[src/rtl/dump_pkg.sv]
// Shared types for the halt-time dump path: FSM state codes, word-source select, word count.
// DUMP_DM_EN adds the data-memory window to the report.
package dump_pkg;

    typedef logic [2:0] state_t;

    localparam state_t ST_IDLE    = 3'd0;
    localparam state_t ST_LOAD    = 3'd1;
    localparam state_t ST_CAPTURE = 3'd2;
    localparam state_t ST_START   = 3'd3;
    localparam state_t ST_WAIT    = 3'd4;
    localparam state_t ST_DONE    = 3'd5;

    typedef enum logic [1:0] {
        SRC_PC  = 2'd0,
        SRC_CLK = 2'd1,
        SRC_RB  = 2'd2,
        SRC_DM  = 2'd3
    } src_t;

`ifdef DUMP_DM_EN
    localparam bit DM_EN = 1'b1;
`else
    localparam bit DM_EN = 1'b0;
`endif

    function automatic int total_words(input int bank_size, input int dm_words, input bit dm_en);
        return 2 + bank_size + (dm_en ? dm_words : 0);
    endfunction

endpackage

[src/rtl/dump_sequencer_if.sv]
// Debug-read and UART-TX signals between the dump sequencer (master) and the
// register bank / data memory / UART transmitter (slave).
interface dump_sequencer_if #(
    parameter int NBITS          = 32,
    parameter int RBITS          = 5,
    parameter int DM_ADDR_LENGTH = 32
);
    logic [RBITS-1:0]          RB_Addr;
    logic [NBITS-1:0]          RB_Data;
    logic [DM_ADDR_LENGTH-1:0] DM_Addr;
    logic [NBITS-1:0]          DM_Data;
    logic [NBITS-1:0]          tx_Data;
    logic                      tx_start;
    logic                      tx_done;

    modport master (
        output RB_Addr, DM_Addr, tx_Data, tx_start,
        input  RB_Data, DM_Data, tx_done
    );

    modport slave (
        input  RB_Addr, DM_Addr, tx_Data, tx_start,
        output RB_Data, DM_Data, tx_done
    );
endinterface

[src/rtl/dump_addr_gen.sv]
// Word index counter for the dump report; maps the index to a source select and
// the debug read addresses. DUMP_DM_EN enables the data-memory address phase.
module dump_addr_gen
    import dump_pkg::*;
#(
    parameter int                        RBITS          = 5,
    parameter int                        BANK_SIZE      = 32,
    parameter int                        DM_ADDR_LENGTH = 32,
    parameter logic [DM_ADDR_LENGTH-1:0] DM_BASE        = '0,
    parameter int                        TOTAL          = 34,
    parameter int                        IW             = 6
) (
    input  logic                      clk,
    input  logic                      rst,
    input  logic                      clear,
    input  logic                      advance,
    output src_t                      src,
    output logic [RBITS-1:0]          rb_addr,
    output logic [DM_ADDR_LENGTH-1:0] dm_addr,
    output logic                      last
);
    logic [IW-1:0] idx;
    logic [IW-1:0] idx_nxt;
    int            nxt_i;
    int            cur_i;

    always_comb begin
        idx_nxt = clear ? '0 : idx + IW'(1);
        nxt_i   = int'(idx_nxt);
        cur_i   = int'(idx);
        if (cur_i == 0)
            src = SRC_PC;
        else if (cur_i == 1)
            src = SRC_CLK;
        else if (cur_i <= BANK_SIZE + 1)
            src = SRC_RB;
        else
            src = SRC_DM;
    end

    assign last = (idx == IW'(TOTAL - 1));

    // Addresses are loaded together with the index so they are already valid in LOAD.
    always_ff @(posedge clk or negedge rst) begin
        if (!rst) begin
            idx     <= '0;
            rb_addr <= '0;
        end else if (clear || advance) begin
            idx <= idx_nxt;
            if (nxt_i >= 2 && nxt_i <= BANK_SIZE + 1)
                rb_addr <= RBITS'(nxt_i - 2);
        end
    end

`ifdef DUMP_DM_EN
    always_ff @(posedge clk or negedge rst) begin
        if (!rst)
            dm_addr <= DM_BASE;
        else if ((clear || advance) && nxt_i >= BANK_SIZE + 2)
            dm_addr <= DM_BASE + DM_ADDR_LENGTH'(4 * (nxt_i - BANK_SIZE - 2));
    end
`else
    assign dm_addr = DM_BASE;
`endif

endmodule

[src/rtl/dump_sequencer.sv]
// Halt-time dump controller: sends PC, clock count, register bank and (with
// DUMP_DM_EN defined) a data-memory window over the UART TX, one word per handshake.
module dump_sequencer
    import dump_pkg::*;
#(
    parameter int                        NBITS          = 32,
    parameter int                        RBITS          = 5,
    parameter int                        BANK_SIZE      = 32,
    parameter int                        DM_ADDR_LENGTH = 32,
    parameter logic [DM_ADDR_LENGTH-1:0] DM_BASE        = '0,
    parameter int                        DM_DUMP_WORDS  = 16
) (
    input  logic               clk,
    input  logic               rst,
    input  logic               start,
    input  logic               abort,
    input  logic [NBITS-1:0]   current_pc,
    input  logic [NBITS-1:0]   clock_count,
    output logic               busy,
    output logic               done,
    dump_sequencer_if.master   bus
);
    localparam int TOTAL = total_words(BANK_SIZE, DM_DUMP_WORDS, DM_EN);
    localparam int IW    = (TOTAL > 1) ? $clog2(TOTAL) : 1;

    state_t           state;
    state_t           state_nxt;
    src_t             src;
    logic             last;
    logic             clear;
    logic             advance;
    logic [NBITS-1:0] word;

    assign clear   = (state == ST_IDLE) && start && !abort;
    assign advance = (state == ST_WAIT) && bus.tx_done && !last && !abort;

    dump_addr_gen #(
        .RBITS          (RBITS),
        .BANK_SIZE      (BANK_SIZE),
        .DM_ADDR_LENGTH (DM_ADDR_LENGTH),
        .DM_BASE        (DM_BASE),
        .TOTAL          (TOTAL),
        .IW             (IW)
    ) u_addr_gen (
        .clk     (clk),
        .rst     (rst),
        .clear   (clear),
        .advance (advance),
        .src     (src),
        .rb_addr (bus.RB_Addr),
        .dm_addr (bus.DM_Addr),
        .last    (last)
    );

    always_comb begin
        state_nxt = state;
        case (state)
            ST_IDLE:    if (start) state_nxt = ST_LOAD;
            ST_LOAD:    state_nxt = ST_CAPTURE;
            ST_CAPTURE: state_nxt = ST_START;
            ST_START:   state_nxt = ST_WAIT;
            ST_WAIT:    if (bus.tx_done) state_nxt = last ? ST_DONE : ST_LOAD;
            default:    state_nxt = ST_IDLE;
        endcase
        if (abort)
            state_nxt = ST_IDLE;
    end

    always_comb begin
        case (src)
            SRC_PC:  word = current_pc;
            SRC_CLK: word = clock_count;
            SRC_RB:  word = bus.RB_Data;
`ifdef DUMP_DM_EN
            SRC_DM:  word = bus.DM_Data;
`endif
            default: word = '0;
        endcase
    end

`ifndef DUMP_DM_EN
    logic unused_dm;
    assign unused_dm = ^bus.DM_Data;
`endif

    always_ff @(posedge clk or negedge rst) begin
        if (!rst) begin
            state       <= ST_IDLE;
            bus.tx_Data <= '0;
        end else begin
            state <= state_nxt;
            if (state == ST_CAPTURE && !abort)
                bus.tx_Data <= word;
        end
    end

    // Handshake outputs decode directly from the registered state.
    assign bus.tx_start = (state == ST_START);
    assign busy         = (state != ST_IDLE) && (state != ST_DONE);
    assign done         = (state == ST_DONE);

endmodule

[src/flat_wrapper.sv]
// flat-port wrapper written by rule: the top's interface ports become plain ports
module dump_sequencer_flat import dump_pkg::*;
#(
    parameter int                        NBITS          = 32,
    parameter int                        RBITS          = 5,
    parameter int                        BANK_SIZE      = 32,
    parameter int                        DM_ADDR_LENGTH = 32,
    parameter logic [DM_ADDR_LENGTH-1:0] DM_BASE        = '0,
    parameter int                        DM_DUMP_WORDS  = 16
)
  (clk, rst, start, abort, current_pc, clock_count, busy, done, bus_RB_Addr, bus_DM_Addr, bus_tx_Data, bus_tx_start, bus_RB_Data, bus_DM_Data, bus_tx_done);
  dump_sequencer_if #(.NBITS(NBITS), .RBITS(RBITS), .DM_ADDR_LENGTH(DM_ADDR_LENGTH)) bus_i ();
  input  logic clk;
  input  logic rst;
  input  logic start;
  input  logic abort;
  input  logic [NBITS-1:0] current_pc;
  input  logic [NBITS-1:0] clock_count;
  output logic busy;
  output logic done;
  output wire logic [$bits(bus_i.RB_Addr)-1:0] bus_RB_Addr;
  output wire logic [$bits(bus_i.DM_Addr)-1:0] bus_DM_Addr;
  output wire logic [$bits(bus_i.tx_Data)-1:0] bus_tx_Data;
  output wire logic [$bits(bus_i.tx_start)-1:0] bus_tx_start;
  input wire logic [$bits(bus_i.RB_Data)-1:0] bus_RB_Data;
  input wire logic [$bits(bus_i.DM_Data)-1:0] bus_DM_Data;
  input wire logic [$bits(bus_i.tx_done)-1:0] bus_tx_done;
  assign bus_RB_Addr = bus_i.RB_Addr;
  assign bus_DM_Addr = bus_i.DM_Addr;
  assign bus_tx_Data = bus_i.tx_Data;
  assign bus_tx_start = bus_i.tx_start;
  assign bus_i.RB_Data = bus_RB_Data;
  assign bus_i.DM_Data = bus_DM_Data;
  assign bus_i.tx_done = bus_tx_done;
  dump_sequencer #(.NBITS(NBITS), .RBITS(RBITS), .BANK_SIZE(BANK_SIZE), .DM_ADDR_LENGTH(DM_ADDR_LENGTH), .DM_BASE(DM_BASE), .DM_DUMP_WORDS(DM_DUMP_WORDS)) u_core (.clk(clk), .rst(rst), .start(start), .abort(abort), .current_pc(current_pc), .clock_count(clock_count), .busy(busy), .done(done), .bus(bus_i));
endmodule
[config.mk]
export PLATFORM = sky130hd
export DESIGN_NAME = dump_sequencer_flat
export DESIGN_NICKNAME = d
export VERILOG_FILES = /design/src/rtl/dump_pkg.sv /design/src/rtl/dump_sequencer_if.sv /design/src/rtl/dump_addr_gen.sv /design/src/rtl/dump_sequencer.sv /design/src/flat_wrapper.sv
export SDC_FILE = /design/constraint.sdc
export NUM_CORES = 1
export LEC_CHECK = 0
export ABC_CLOCK_PERIOD_IN_PS = 2000
export CORE_MARGIN = 2
export CORE_UTILIZATION = 32
export DETAILED_ROUTE_END_ITERATION = 7
export GPL_TIMING_DRIVEN = 0
export PLACE_DENSITY = 0.82
export SETUP_SLACK_MARGIN = 0.02
export SLEW_MARGIN = 0
export SYNTH_ARGS = -nofsm -noshare
export SYNTH_HDL_FRONTEND = slang
export SYNTH_SLANG_ARGS = --single-unit
export TNS_END_PERCENT = 100
[constraint.sdc]
create_clock -name clk -period 2 [get_ports clk]
set_input_delay 0.3 -clock clk [delete_from_list [all_inputs] [get_ports clk]]
set_output_delay 0.3 -clock clk [all_outputs]
set_load 0.1 [all_outputs]
Word level (Yosys, flattened, before mapping)
Index checks and enable logic that the tools add are counted.
Storage, ports and cells
  word-level logic and storage cells: 48
  register bits: 46
  output and inout bits: 72
  input bits: 133
Cells by class
  $add $sub $neg: 2
  muxes and demuxes: 10
  equal/unequal tests: 12
  magnitude comparators: 3
  reductions and logical operators: 17
Operator list (count)
  one-hot mux 32 bit (3 select lines): 1
  one-hot mux 3 bit (5 select lines): 1
  less-or-equal comparator 6 bit (second input constant): 2
  2-to-1 mux 3 bit: 4
  inequality test 3 bit (second input constant): 3
  logical AND 1 bit: 8
  adder 6 x 1 -> 6 bit (second input constant): 1
  equality test 3 x 2 -> 1 bit (second input constant): 2
  equality test 3 bit (second input constant): 2
  equality test 6 x 2 -> 1 bit (second input constant): 1
  equality test 6 bit (second input constant): 1
  >= comparator 6 x 2 -> 1 bit (second input constant): 1
  logical NOT 6 bit: 1
  2-to-1 mux 6 bit: 1
  subtractor 5 x 2 -> 5 bit (second input constant): 1
  2-to-1 mux 2 bit: 2
  AND reduction 2 bit: 2
  equality test 3 x 1 -> 1 bit (second input constant): 1
  logical NOT 3 bit: 1
  nonzero test 3 bit: 1
  equality test 2 x 1 -> 1 bit (second input constant): 1
  equality test 2 bit (second input constant): 1
  logical NOT 1 bit: 2
  logical NOT 2 bit: 1
  other kinds (2): 2

Depth between registers and ports, before layout
  depth after elaboration: 7
  mapped depth: 9
  gate-level depth less buffers: 8

By module
A second synthesis with hierarchy kept.
Unflattened totals
  cells, all modules: 350
  area, all modules: 3423.3 um^2
By module, submodules not included
  dump_sequencer: seq. area each 875.8 um^2, area each 2339.7 um^2, cells an instance 237, instances 1
  dump_addr_gen: seq. area each 275.3 um^2, area each 1083.5 um^2, cells an instance 113, instances 1

Least setup slack after synthesis
OpenSTA, ideal clock, no wires.
  path kind: register to output
  start: reg u_core.state[0]
  end: out bus_tx_start
  data arrival time: 1.881 ns
  path slack: -0.181 ns
  path buffers: 1
  stages on the path, launching flop included: 4
  required time: 1.700 ns
  path through: dfrtp_1 -> clkbuf_1 -> nand2_1 -> nor2_1
On the way
  word-level cells in the longest chain between the ends: 1
Ends and longest elaborated chain
  from (decl): RTL line dump_sequencer.sv:26  | state_t state;
  from (signal assigned): RTL line dump_sequencer.sv:91  | state <= state_nxt;
  equality test 3 x 2 -> 1 bit: RTL line dump_sequencer.sv:98  | assign bus.tx_start = (state == ST_START);
  to (decl): RTL line flat_wrapper.sv:24  | output wire logic [$bits(bus_i.tx_start)-1:0] bus_tx_start;
No other way between the ends.

Final worst setup path
  start: reg u_core.u_addr_gen.idx[3]
  end: reg u_core.bus.tx_Data[11]
On the way
  word-level cells in the longest chain between the ends: 6
  elaborated cells between the ends (all ways): 10
  those cells by class: order compare: 1; eq/ne: 3; mux: 4; reduce/logical: 2
Ends and longest elaborated chain
  from (decl): RTL line dump_addr_gen.sv:22  | logic [IW-1:0] idx;
  from (signal assigned): RTL line dump_addr_gen.sv:49  | idx <= idx_nxt;
  less-or-equal comparator 6 bit: RTL line dump_addr_gen.sv:35  | else if (cur_i <= BANK_SIZE + 1)
  2-to-1 mux 1 bit: RTL line dump_addr_gen.sv:35
  2-to-1 mux 2 bit: RTL line dump_addr_gen.sv:33  | else if (cur_i == 1)
  2-to-1 mux 2 bit (*): RTL line dump_addr_gen.sv:31  | if (cur_i == 0)
  equality test 2 bit (tied with other cells): RTL line dump_sequencer.sv:70  | case (src)
  one-hot mux 32 bit (3 select lines) (*): RTL line dump_sequencer.sv:70
  to (signal assigned): RTL line dump_sequencer.sv:93  | bus.tx_Data <= word;
  to (decl): RTL line dump_sequencer_if.sv:17  | output RB_Addr, DM_Addr, tx_Data, tx_start,
Mark *: on every way between the ends. The rest lies on a longest branch, timed or not.
A chain may end at the register's enable or synchronous reset.

==> metrics.md <==
| Metric | Value |
|---|---|
| Outcome | `finished, final reports clean` |
| Fill cells | `849` |
| Avg Cell Area, Syn | `8.284 sq um` |
| Routed Wire Length | `9275 um` |
| Starting density of the core | `0.3265` |
| Achievable Freq | `523.8 MHz` |
| Post-synth ARST share | `1.000` |
| Core region area | `0.009109 sq mm` |
| PwrDens | `1225 mW/mm^2` |
| Antenna violations before repair | `0` |
| Area Overhead vs Synth | `62.64%` |
| Largest fanout on the critical path | `10` |
| CTS tree | `yes` |
| Leak | `0.002324 uW` |
| CTS Sinks | `46` |
| DRT Pass-1 Iters | `4` |
| Drt first-iter violations | `116` |
| Crit path required time | `2.18 ns` |
| Die width | `100.4 um` |
| Inserted Clock Buffers | `5` |
| Pre-CTS WS | `-0.3047 ns` |
| Residual DRC | `0` |
| Mapped Area | `0.002974 sq mm` |
| RSZ-0062 raised after global routing | `false` |
| TNS Setup | `0 ns` |
| # rows | `35` |
| Hold_ws | `0.4645 ns` |
| Least-Margin Pin Slew | `1.001 ns` |
| Synthesized flop and latch total | `46` |
| ANT nets after route | `0` |
| Largest net degree at the start of global routing | `31` |
| Worst Setup End Kind | `flip-flop` |
| Die area | `0.01008 sq mm` |
| Crit path DAT | `2.09 ns` |
| Slew Limit Headroom | `0.3356` |
| Synth area leaders | `dfrtp_1 (39%), buf_4 (8.8%), a22oi_1 (7.8%)` |
| Clock Latency Late Sink | `0.30 ns` |
| Commonest cells post-synth | `nor2_1 (49), dfrtp_1 (46), nand2_1 (45), a21oi_1 (38), buf_4 (35)` |
| Final Hold Viols | `0` |
| Period utilization | `0.9546` |
| Global-route wire length before repair | `13970 um` |
| Setup Viol. Count Final | `0` |
| Slew Viols, Final | `0` |
| Most used DFF post-synth | `dfrtp_1` |
| Synth top area share | `0.3870` |
| Via/cell ratio | `4.678` |
| WL per Instance | `14.01 um` |
| Final Critical Period | `1.909 ns` |
| Post-synth EDFFs | `0` |
| Total track usage | `0.1728` |
| Grt total ovfl | `0` |
| CTS H-Tree Depth | `2` |
| Register area share after synthesis | `0.3870` |
| Startpoint Class | `flip-flop` |
| Post-synth top area cell | `dfrtp_1` |
| Post-DP HPWL | `7012 um` |
| Critical path class | `reg2reg` |
| Ratio of cells with drive above 1 in the final layout | `0.1706` |
| R2R setup slack | `0.09 ns` |
| Io pins | `205` |
| Port Buffers | `140` |
| Worst-path clk slew | `0.10 ns` |
| Final Wtd Congestion | `0.8339` |
| Vias in the first global route | `2876` |
| Post-Syn Instances | `359` |
| Clock skew | `0.01214 ns` |
| VDD IR max | `0.6344 mV` |
| Most numerous cell in the Yosys netlist | `nor2_1` |
| Diodes inserted | `0` |
| Root buffer cell | `clkbuf_8` |
| Hold crit path type | `in2async` |
| Post-synthesis cell type count | `44` |
| Deepest clock path buffer count | `2` |
| Die height | `100.4 um` |
| Setup WS post-layout | `0.09089 ns` |
| Nets | `688` |
| Via count | `3097` |
| Syn. warnings | `0` |
| Max_cap viols | `0` |
flip-flops by register name (all words and copies together), names as in the netlist:
| register | cells |
|---|---|
| u_core.u_addr_gen.idx | 6 |
| u_core.bus.tx_Data | 32 |
| u_core.u_addr_gen.rb_addr | 5 |
| u_core.state | 3 |
per-stage QoR:
stage                     instances  power (uW)  utilization  cell area [sq um]
after floorplan                 390        4559            -               3093
after global placement          641        5552       0.5087               4633
after detailed placement        642        5613       0.5103               4648
after CTS                       652        5954       0.5173               4712
after global routing            662        6169       0.5310               4837
final                           662        5926       0.5310               4837
cell families (layout without fill, tap and decap cells):
group / after synthesis / in the layout / share of synthesized area
XOR/XNOR: 12 / 12 / 0.03786
adder cells (fa/ha/maj): 5 / 5 / 0.02103
other: 1 / 32 / 0.001261
AND/OR/NAND/NOR: 116 / 116 / 0.1733
flip-flops: 46 / 46 / 0.3870
buffers and inverters: 63 / 224 / 0.1384
AO/OA/AOI/OAI: 112 / 112 / 0.2242
multiplexers: 4 / 4 / 0.01683
routing by layer:
metal | global-route usage | share of wire | up-vias
met3 | 0.04178 | 0.074 | 10
met1 | 0.2145 | 0.42 | 1420
met5 | 0 | 0 | -
met4 | 0.03688 | 0.012 | 0
met2 | 0.3046 | 0.49 | 125
li1 | - | - | 1542
final timing paths:
path	depth (start not counted)	end	from
setup reg to reg	7	u_core.bus.tx_Data[11]$_DFFE_PN0P_	u_core.u_addr_gen.idx[3]$_DFFE_PN0P_
hold / removal	2	u_core.u_addr_gen.rb_addr[2]$_DFFE_PN0P_	rst
hold reg to reg	2	u_core.bus.tx_Data[25]$_DFFE_PN0P_	u_core.bus.tx_Data[25]$_DFFE_PN0P_
max in group asynchronous	3	u_core.bus.tx_Data[15]$_DFFE_PN0P_	rst
setup / recovery	7	u_core.bus.tx_Data[11]$_DFFE_PN0P_	u_core.u_addr_gen.idx[3]$_DFFE_PN0P_
min in group clk	2	u_core.bus.tx_Data[25]$_DFFE_PN0P_	u_core.bus.tx_Data[25]$_DFFE_PN0P_
layout make-up:
type | instances | area [sq um] | area share
Sequential cell | 46 | 1152 | 0.2382
Clock buffer | 6 | 72.57 | 0.01500
Timing Repair Buffer | 154 | 1455 | 0.3008
Tap cell | 111 | 138.9 | 0.02871
Multi-Input combinational cell | 281 | 1569 | 0.3244
Buffer | 57 | 416.7 | 0.08614
Inverter | 5 | 18.77 | 0.003880
Clock inverter | 2 | 13.76 | 0.002845
critical path, stage by stage (launching register included):
cell,delay [ns]
dfrtp_1,0.39
buf_6,0.14
or3_4,0.41
o31a_1,0.29
buf_4,0.16
buf_6,0.14
a21oi_1,0.17
o21ai_1,0.08
what timing repair did:
item	in CTS	in global routing
resized for setup	62	17
hold buffers	1	0
pin swaps	1	2
endpoints found under the setup margin	73	37
hold endpoints to repair	16	0
setup buffers	2	10
power by group:
part / internal (uW) / switching (uW) / total (uW)
Combinational: 730 / 3210 / 3940
Sequential: 1250 / 158 / 1410
Clock: 247 / 324 / 572
Total: 2230 / 3690 / 5930
cell usage in the layout, fill, tap and decap left out, types with 31 or more instances in the layout:
cell              n
nor2_1           48
buf_4            44
clkdlybuf4s50_1  99
nand2_1          45
conb_1           32
o21ai_1          31
a22oi_1          31
a21oi_1          38
dfrtp_1          45
dlygate4sd2_1    37
Note: power is estimated with default switching activity, not from simulation.
